### src/rtl/coin_acceptor.sv
`default_nettype none
// ============================================================================
// Module   : coin_acceptor
// Brief    : Two-slot coin sensor front end: synchronise, debounce, arbitrate,
//            and queue qualified coins for a downstream consumer.
// Revision : 1.0 - initial release
// ============================================================================
module coin_acceptor #(
    parameter int DEBOUNCE_CYCLES = 4,
    parameter int FIFO_DEPTH      = 4
) (
    input  logic       clk,
    input  logic       reset,
    input  logic       sense5,
    input  logic       sense10,
    input  logic       take,
    output logic [1:0] coin,
    output logic       coin_valid,
    output logic       reject,
    output logic       full,
    output logic [7:0] total
);

    localparam int                    C_ADDR_W   = $clog2(FIFO_DEPTH);
    localparam int                    C_CNT_W    = C_ADDR_W + 1;
    localparam logic [3:0]            C_DEB      = DEBOUNCE_CYCLES[3:0];
    localparam logic [C_ADDR_W-1:0]   C_PTR_ONE  = C_ADDR_W'(1);
    localparam logic [C_CNT_W-1:0]    C_CNT_ONE  = C_CNT_W'(1);
    localparam logic [C_CNT_W-1:0]    C_DEPTH    = C_CNT_W'(FIFO_DEPTH);

    typedef enum logic [1:0] {
        IDLE      = 2'd0,
        ARMING    = 2'd1,
        HELD      = 2'd2,
        RELEASING = 2'd3
    } deb_state_t;

    // Bit 0 is the 5-rupee slot, bit 1 the 10-rupee slot.
    logic [1:0] w_sense_raw;
    logic [1:0] w_qualify;
    logic [1:0] w_busy;

    assign w_sense_raw = {sense10, sense5};

    for (genvar i = 0; i < 2; i++) begin : g_line
        logic       sync1_q;
        logic       sync2_q;
        deb_state_t state_q;
        deb_state_t state_d;
        logic [3:0] cnt_q;
        logic [3:0] cnt_d;
        logic       w_qual;

        always_ff @(posedge clk or posedge reset) begin
            if (reset) begin
                sync1_q <= 1'b0;
                sync2_q <= 1'b0;
                state_q <= IDLE;
                cnt_q   <= 4'd0;
            end else begin
                sync1_q <= w_sense_raw[i];
                sync2_q <= sync1_q;
                state_q <= state_d;
                cnt_q   <= cnt_d;
            end
        end

        always_comb begin
            state_d = state_q;
            cnt_d   = cnt_q;
            w_qual  = 1'b0;
            case (state_q)
                IDLE: begin
                    if (sync2_q) begin
                        state_d = ARMING;
                        cnt_d   = 4'd1;
                    end
                end
                ARMING: begin
                    if (!sync2_q) begin
                        state_d = IDLE;
                        cnt_d   = 4'd0;
                    end else if (cnt_q + 4'd1 == C_DEB) begin
                        w_qual  = 1'b1;
                        state_d = HELD;
                        cnt_d   = 4'd0;
                    end else begin
                        cnt_d = cnt_q + 4'd1;
                    end
                end
                HELD: begin
                    if (!sync2_q) begin
                        state_d = RELEASING;
                        cnt_d   = 4'd1;
                    end
                end
                RELEASING: begin
                    if (sync2_q) begin
                        state_d = HELD;
                        cnt_d   = 4'd0;
                    end else if (cnt_q + 4'd1 == C_DEB) begin
                        state_d = IDLE;
                        cnt_d   = 4'd0;
                    end else begin
                        cnt_d = cnt_q + 4'd1;
                    end
                end
                default: begin
                    state_d = IDLE;
                    cnt_d   = 4'd0;
                end
            endcase
        end

        assign w_qualify[i] = w_qual;
        assign w_busy[i]    = (state_q != IDLE);
    end

    logic [FIFO_DEPTH-1:0][1:0] mem_q;
    logic [FIFO_DEPTH-1:0][1:0] mem_d;
    logic [C_ADDR_W-1:0]        wr_ptr_q;
    logic [C_ADDR_W-1:0]        wr_ptr_d;
    logic [C_ADDR_W-1:0]        rd_ptr_q;
    logic [C_ADDR_W-1:0]        rd_ptr_d;
    logic [C_CNT_W-1:0]         count_q;
    logic [C_CNT_W-1:0]         count_d;
    logic                       coin_valid_q;
    logic                       coin_valid_d;
    logic                       full_q;
    logic                       full_d;
    logic                       reject_q;
    logic                       reject_d;
    logic [7:0]                 total_q;
    logic [7:0]                 total_d;

    logic                       w_conflict;
    logic                       w_any_qual;
    logic                       w_pop;
    logic                       w_push;
    logic [1:0]                 w_push_code;
    logic [C_CNT_W-1:0]         w_count_after_pop;

    // A coin is ambiguous if the other slot is active at all, not only when
    // it qualifies on the same edge.
    assign w_conflict  = (w_qualify[0] & w_busy[1]) | (w_qualify[1] & w_busy[0]);
    assign w_any_qual  = |w_qualify;
    assign w_push_code = w_qualify[1] ? 2'b10 : 2'b01;
    assign w_pop       = take & coin_valid_q;
    assign w_push      = w_any_qual & ~w_conflict & ((count_q != C_DEPTH) | w_pop);
    assign w_count_after_pop = count_q - (w_pop ? C_CNT_ONE : '0);

    always_comb begin
        mem_d    = mem_q;
        wr_ptr_d = wr_ptr_q;
        rd_ptr_d = rd_ptr_q;
        count_d  = count_q;
        total_d  = total_q;
        if (w_pop) begin
            rd_ptr_d = rd_ptr_q + C_PTR_ONE;
        end
        if (w_push) begin
            mem_d[wr_ptr_q] = w_push_code;
            wr_ptr_d        = wr_ptr_q + C_PTR_ONE;
            if (total_q != 8'hFF) begin
                total_d = total_q + 8'd1;
            end
        end
        case ({w_push, w_pop})
            2'b10:   count_d = count_q + C_CNT_ONE;
            2'b01:   count_d = count_q - C_CNT_ONE;
            default: count_d = count_q;
        endcase
        // An entry written on this edge becomes visible one edge later.
        coin_valid_d = (w_count_after_pop != '0);
        full_d       = (count_d == C_DEPTH);
        reject_d     = w_any_qual & ~w_push;
    end

    always_ff @(posedge clk or posedge reset) begin
        if (reset) begin
            mem_q        <= '0;
            wr_ptr_q     <= '0;
            rd_ptr_q     <= '0;
            count_q      <= '0;
            coin_valid_q <= 1'b0;
            full_q       <= 1'b0;
            reject_q     <= 1'b0;
            total_q      <= 8'd0;
        end else begin
            mem_q        <= mem_d;
            wr_ptr_q     <= wr_ptr_d;
            rd_ptr_q     <= rd_ptr_d;
            count_q      <= count_d;
            coin_valid_q <= coin_valid_d;
            full_q       <= full_d;
            reject_q     <= reject_d;
            total_q      <= total_d;
        end
    end

    assign coin       = coin_valid_q ? mem_q[rd_ptr_q] : 2'b00;
    assign coin_valid = coin_valid_q;
    assign full       = full_q;
    assign reject     = reject_q;
    assign total      = total_q;

endmodule
`default_nettype wire

### config.mk
export PLATFORM = sky130hd
export DESIGN_NAME = coin_acceptor
export DESIGN_NICKNAME = d
export VERILOG_FILES = /design/src/rtl/coin_acceptor.sv
export SDC_FILE = /design/constraint.sdc
export NUM_CORES = 1
export LEC_CHECK = 0
export BUFFER_PORTS_ARGS = -buffer_cell sky130_fd_sc_hd__buf_2
export CAP_MARGIN = 20
export CELL_PAD_IN_SITES_DETAIL_PLACEMENT = 1
export CELL_PAD_IN_SITES_GLOBAL_PLACEMENT = 1
export CORE_AREA = 2 2 69 121
export DETAILED_ROUTE_END_ITERATION = 12
export DIE_AREA = 0 0 71 123
export PLACE_DENSITY_LB_ADDON = 0.1
export SKIP_CTS_REPAIR_TIMING = 1
export SLEW_MARGIN = 5
export SYNTH_ARGS = -nofsm -noshare
export SYNTH_HDL_FRONTEND = slang
export SYNTH_SLANG_ARGS = --single-unit
### constraint.sdc
create_clock -name clk -period 6.9 [get_ports clk]
set_clock_uncertainty 0.15 [all_clocks]
set_input_delay 0 -clock clk [delete_from_list [all_inputs] [get_ports clk]]
set_output_delay 0 -clock clk [all_outputs]
set_load 0.02 [all_outputs]
==> impl_metrics.tcl, run 1 <==
set metrics [dict create \
    cts-htree-levels 2 \
    die-width_um 71 \
    yosysTopAreaCellShare_pct 46.3 \
    insertion_delay_ns 0.29 \
    placed_cells_incl_taps 310 \
    layout_min_cycle_time_ns 3.27 \
    fin_tns_setup_ns 0 \
    non_filler_instances 320 \
    startpoint_type "flip-flop" \
    via_cell_ratio 5.06 \
    worst_slew_pin_slew_ns 0.931 \
    number_of_enable_flip_flop_cells_after_synthesis 0 \
    place_area_um2 2410 \
    p_per_area_nw_per_um2 355 \
    timing.max_cap.violations 0 \
    ff_latch_count_synth 42 \
    worst_slew_margin_rel_pct 37.8 \
    layout.cell_area.non_filler_um2 2570 \
    cp_max_fo 26 \
    cts_sinks 42 \
    drtIter0Drc 66 \
    rows 43 \
    die-area_um2 8730 \
    post-synth-top-area-cell "dfrtp_1" \
    drt_first_pass_iters 4 \
    max-clock-path-buffers 2 \
    grt_setup_unrepaired "no" \
    synth_top_flop_cell "dfrtp_1" \
    worst_hold_path_type "in2reg" \
    synth_fp_nets 227 \
    report.final.hold_viol_count 0 \
    dpl.hpwl_um 3670 \
    ant_nets 0 \
    grt_pass1_wl_um 8870 \
    worstPathRequired_ns 6.95 \
    final_core_util_pct 33.0 \
    total_overflow_reported_by_the_global_router 0 \
    final_count_of_pins_violating_max_slew 0 \
    static-leakage-power_uw 0.00114 \
    initial_antenna_violation_count 0 \
    worst_voltage_drop_across_the_vdd_grid_uv 106 \
    ys_async_sr_fraction_pct 100 \
    chipHeight_um 123 \
    layout-drive-gt1-share_pct 18.7 \
    endpoint_kind "flip-flop" \
    timing.fmax_ghz 0.306 \
    timing.final.crit_share_pct 47.3 \
    initial_core_util_pct 29.1 \
    synth_area_leaders "dfrtp_1, ha_1, xnor2_1" \
    synthCells 211 \
    status "finished, final reports clean" \
    vias 1620 \
    design.core.area_um2 7800 \
    yosys_warnings 0 \
    route.detailed.wl_per_inst_um 16.0 \
    type_of_the_worst_setup_path "reg2reg" \
    placement.io_buffers 17 \
    netlist-cell-type-count 49 \
    clock_tree_from_tritoncts "done" \
    route.detailed.drc 0 \
    arrival_ns 3.31 \
    mean_syn_cell_area_um2 10.8 \
    gp_congestion 0.693 \
    setup_violations 0 \
    clock_slew_seen_by_the_registers_of_the_worst_setup_and_hold_paths_ns 0.06 \
    number_of_top_level_design_ports 18 \
    cts_root_buffer "clkbuf_16" \
    cts_inserted_buffers 5 \
    synth.cells.most_frequent "dfrtp_1, nand2_1, nand3_1" \
    area_growth_syn_to_layout_pct 13.5 \
    route.final.wire_length_um 5130 \
    sequential_share_of_the_synthesized_area_pct 46.3 \
    first_global_vias 1747 \
    grt_max_degree 43 \
    syn-cell-area_um2 2270 \
    antenna_cells 0 \
    post-synth-top-count-cell "dfrtp_1" \
    fin_nets 246 \
    grt_usage_pct 13.2 \
]
registers in the layout, indices dropped and copies added (netlist names), named ones only:
name	count
g_line.cnt_q	8
mem_q	8
total	8
count_q	3
g_line.state_q	2
g_line.sync1_q	2
g_line.sync2_q	2
rd_ptr_q	2
wr_ptr_q	2
coin_valid	1
full	1
reject	1
per-stage QoR:
| stage | power [uW] | setup WS (ns) | hold slack (ns) |
|---|---|---|---|
| floorplan | 615 | 3.96 | -0.119 |
| global placement | 694 | 3.68 | -0.0422 |
| detailed placement | 700 | 3.58 | -0.0404 |
| CTS | 935 | 3.57 | -0.345 |
| global route | 993 | 3.22 | 0.137 |
| finish | 915 | 3.63 | 0.0648 |
cells by family (layout without fill, tap and decap cells):
family | count (synthesis) | after routing | share of synthesized area [%]
fa+ha+maj | 11 | 11 | 6.40
buf+inv | 19 | 38 | 4.36
xor+xnor | 13 | 13 | 5.02
mux | 15 | 15 | 8.55
flops | 42 | 42 | 46.3
simple gates | 73 | 73 | 17.8
compound gates | 38 | 38 | 11.5
final timing paths:
path / from / to / slack, ns / cells after the start
setup / recovery: g_line[1].cnt_q[0] / full / 3.63 / 13
hold / removal: take / rd_ptr_q[0] / 0.06 / 3
setup reg to reg: g_line[1].cnt_q[0] / full / 3.63 / 13
hold reg to reg: g_line[1].sync1_q / g_line[1].sync2_q / 0.20 / 0
max in group asynchronous: reset / total[6] / 5.69 / 3
min in group asynchronous: reset / g_line[1].sync1_q / 0.32 / 3
critical path, cell delays in order, from the launching register on:
cell,delay (ns)
dfrtp_1,0.45
ha_1,0.24
nor2b_1,0.23
a21oi_2,0.07
a21oi_2,0.17
a22o_1,0.15
buf_4,0.30
nor2_1,0.11
fa_1,0.47
xnor2_1,0.24
nand2_1,0.09
a221oi_1,0.23
a21oi_1,0.08
o31ai_1,0.19
power breakdown:
group	leakage [uW]	switching (uW)	total, uW	internal [uW]
Clock	0.0000640	95.7	228	133
Combinational	0.000542	163	297	135
Sequential	0.000538	85.7	389	303
Total	0.00114	344	915	570
cells in the final DEF (no fill, tap or decap), types with 3 or more instances in the layout:
| cell type | instances |
|---|---|
| nor2_1 | 12 |
| xnor2_1 | 11 |
| and2_1 | 6 |
| nand2_1 | 16 |
| mux2i_1 | 4 |
| o21ai_0 | 7 |
| dfrtp_1 | 42 |
| buf_2 | 17 |
| o31ai_1 | 3 |
| ha_1 | 10 |
| dlygate4sd3_1 | 3 |
| nand3_1 | 15 |
| inv_1 | 8 |
| a31oi_1 | 10 |
| nor2b_1 | 3 |
| nand4_1 | 3 |
| mux2_2 | 7 |
| clkbuf_16 | 5 |
| a21oi_1 | 4 |
| and3_1 | 5 |
area by class of cell:
type / instances / area [um2]
Fill cell: 897 / 5230
Multi-Input combinational cell: 150 / 1120
Sequential cell: 42 / 1050
Clock buffer: 7 / 133
Timing Repair Buffer: 21 / 123
Tap cell: 90 / 113
Inverter: 10 / 37.5
metal layers:
| layer | global-route usage, % | part of all wire, % | wire [um] |
|---|---|---|---|
| met1 | 13.9 | 40 | 2050 |
| met2 | 24.4 | 55 | 2850 |
| met3 | 2.85 | 2.4 | 124 |
| met4 | 6.84 | 2.1 | 109 |
| met5 | 0 | 0 | 0 |
Power figures use the tool's default switching activity.
==> inputs of run 2 (changes only) <==
==> constraint.sdc (replaced) <==
create_clock -name clk -period 3.2 [get_ports clk]
set_clock_uncertainty 0.15 [all_clocks]
set_input_delay 0 -clock clk [delete_from_list [all_inputs] [get_ports clk]]
set_output_delay 0 -clock clk [all_outputs]
set_load 0.02 [all_outputs]
==> run 2 against run 1 <==
Combinational power up 130%. Fmax up 14%. Core utilization up 1.1 points. Critical path type unchanged. Non-clock buffer count up 1. Via count up 2.3%. Routed wire length up 5.1%. First-iteration DRC count up 30%. Critical path depth down 1. Largest cell class unchanged. Critical endpoint unchanged. Hold slack better by 0.00084 ns. Largest power group unchanged. Flip-flop and latch count unchanged.
==> impl_metrics.tcl, run 2 (synthesis gave the netlist of run 1 again) <==
set metrics [dict create \
    clock_power_share_pct 31.5 \
    layout_min_cycle_time_ns 2.86 \
    cts_root_buffer "clkbuf_16" \
    fin_tns_setup_ns 0 \
    timing.fmax_ghz 0.349 \
    cts_inserted_buffers 5 \
    worst_r2r_path_depth 12 \
    area_growth_syn_to_layout_pct 17.2 \
    worst_slew_pin_slew_ns 0.946 \
    worst_r2r_startpoint "g_line[1].cnt_q[0]" \
    grt_max_degree 43 \
    antenna_cells 0 \
    place_ws_ns 0.177 \
    final_core_util_pct 34.1 \
    initial_antenna_violation_count 0 \
    timing.hold.worst_endpoint "rd_ptr_q[0]" \
    chipHeight_um 123 \
    cp_max_fo 7 \
    setup_violations 0 \
    endpoint_kind "flip-flop" \
    type_of_the_worst_setup_path "reg2reg" \
    die-width_um 71 \
    worst_hold_path_type "in2reg" \
    route.detailed.drc 0 \
    vias 1657 \
    hold_path_startpoint "take" \
    gp_congestion 0.701 \
    via_cell_ratio 5.15 \
    layout.cell_area.non_filler_um2 2660 \
    report.final.hold_viol_count 0 \
    grt_usage_pct 13.6 \
    worst_voltage_drop_across_the_vdd_grid_uv 261 \
    clock_slew_seen_by_the_registers_of_the_worst_setup_and_hold_paths_ns 0.06 \
    fin_nets 247 \
    p_int_uw 1430 \
    worstPathRequired_ns 3.24 \
    worstHoldPathCells 3 \
    multi_input_area_um2 1130 \
    max-clock-path-buffers 2 \
    worst_r2r_endpoint "full" \
    static-leakage-power_uw 0.00118 \
    route.final.wire_length_um 5390 \
    setup.reg_to_reg.worst_slack_ns 0.34 \
    clock_tree_from_tritoncts "done" \
    first_global_vias 1733 \
    power.sequential.fraction_pct 37.7 \
    p_per_area_nw_per_um2 827 \
    initial_core_util_pct 29.1 \
    ant_nets 0 \
    final_cell_mix "dfrtp_1, buf_2, nand2_1, nand3_1, nor2_1" \
    place_area_um2 2420 \
    status "finished, final reports clean" \
    grt_setup_unrepaired "no" \
    final_count_of_pins_violating_max_slew 0 \
    number_of_top_level_design_ports 18 \
    die-area_um2 8730 \
    pwr-share-comb_pct 30.8 \
    layout-drive-gt1-share_pct 21.1 \
    timing.final.crit_share_pct 89.5 \
    cts-htree-levels 2 \
    drt_first_pass_iters 4 \
    worst_slew_margin_rel_pct 36.9 \
    dpl.hpwl_um 3860 \
    insertion_delay_ns 0.29 \
    drtIter0Drc 86 \
    rows 43 \
    arrival_ns 2.90 \
    layout_commonest_cell "dfrtp_1" \
    nFillCells 880 \
    grt_pass1_wl_um 9000 \
    cts_sinks 42 \
    p_sw_uw 772 \
    register_area_um2 1050 \
    timing.max_cap.violations 0 \
    design.core.area_um2 7800 \
    startpoint_type "flip-flop" \
    placement.io_buffers 17 \
    route.detailed.wl_per_inst_um 16.7 \
    total_overflow_reported_by_the_global_router 0 \
    swShare_pct 35.1 \
    final_critical_path_setup_slack_ns 0.336 \
]
run 2: cell types whose count changed in the layout (fill, tap and decap cells not counted), sizes merged:
cell,previous run,this run
bufinv,0,2
buf,18,19
clkbuf,7,6
run 2: power groups by stage:
stage	Combinational (uW)	Clock (uW)	Sequential, uW
after global routing	774	726	860
after global placement	677	0	841
after detailed placement	683	0	845
after CTS	687	714	837
final	678	693	828
after floorplan	540	0	786
run 2: critical path: stages (launching register included):
cell and delay, ns:
dfrtp_1 0.45, ha_1 0.27, nor2b_4 0.15, a31oi_2 0.12, a21oi_2 0.16, a22o_1 0.19, nor2_1 0.06, fa_2 0.40
xnor2_1 0.22, nand2_1 0.08, a221oi_1 0.22, a21oi_1 0.07, o31ai_1 0.23
run 2: cell type report:
type | instances | share of cell area (%)
multi-input combinational | 150 | 42.4
sequential | 42 | 39.5
clock buffer | 6 | 5.23
tap | 90 | 4.24
clock inverter | 2 | 2.26
inverter | 10 | 1.41
timing repair buffer | 22 | 4.90
run 2: per-stage QoR:
step	hold WS [ns]	instances	power, uW
floorplan	-0.119	211	1330
global placement	-0.0428	311	1520
detailed placement	-0.0399	311	1530
CTS	-0.346	319	2240
global route	0.142	322	2360
finish	0.0656	322	2200
run 2: how the worst max path moves through the flow:
stage	from	to	slack, ns
floorplan	g_line[0].cnt_q[0]	full	0.26
global placement	g_line[0].cnt_q[0]	full	0.30
detailed placement	g_line[0].cnt_q[0]	full	0.18
CTS	g_line[0].cnt_q[0]	full	0.15
global route	g_line[1].cnt_q[0]	full	0.01
finish	g_line[1].cnt_q[0]	full	0.34
run 2: per-layer routing:
layer	share of wire [%]	track usage [%]	routed length (um)	vias to the layer above
li1	-	-	-	788
met1	38	14.2	2070	843
met2	57	26.1	3090	19
met3	2.2	2.44	119	7
met4	2.0	5.66	110	0
met5	0	0	0	-
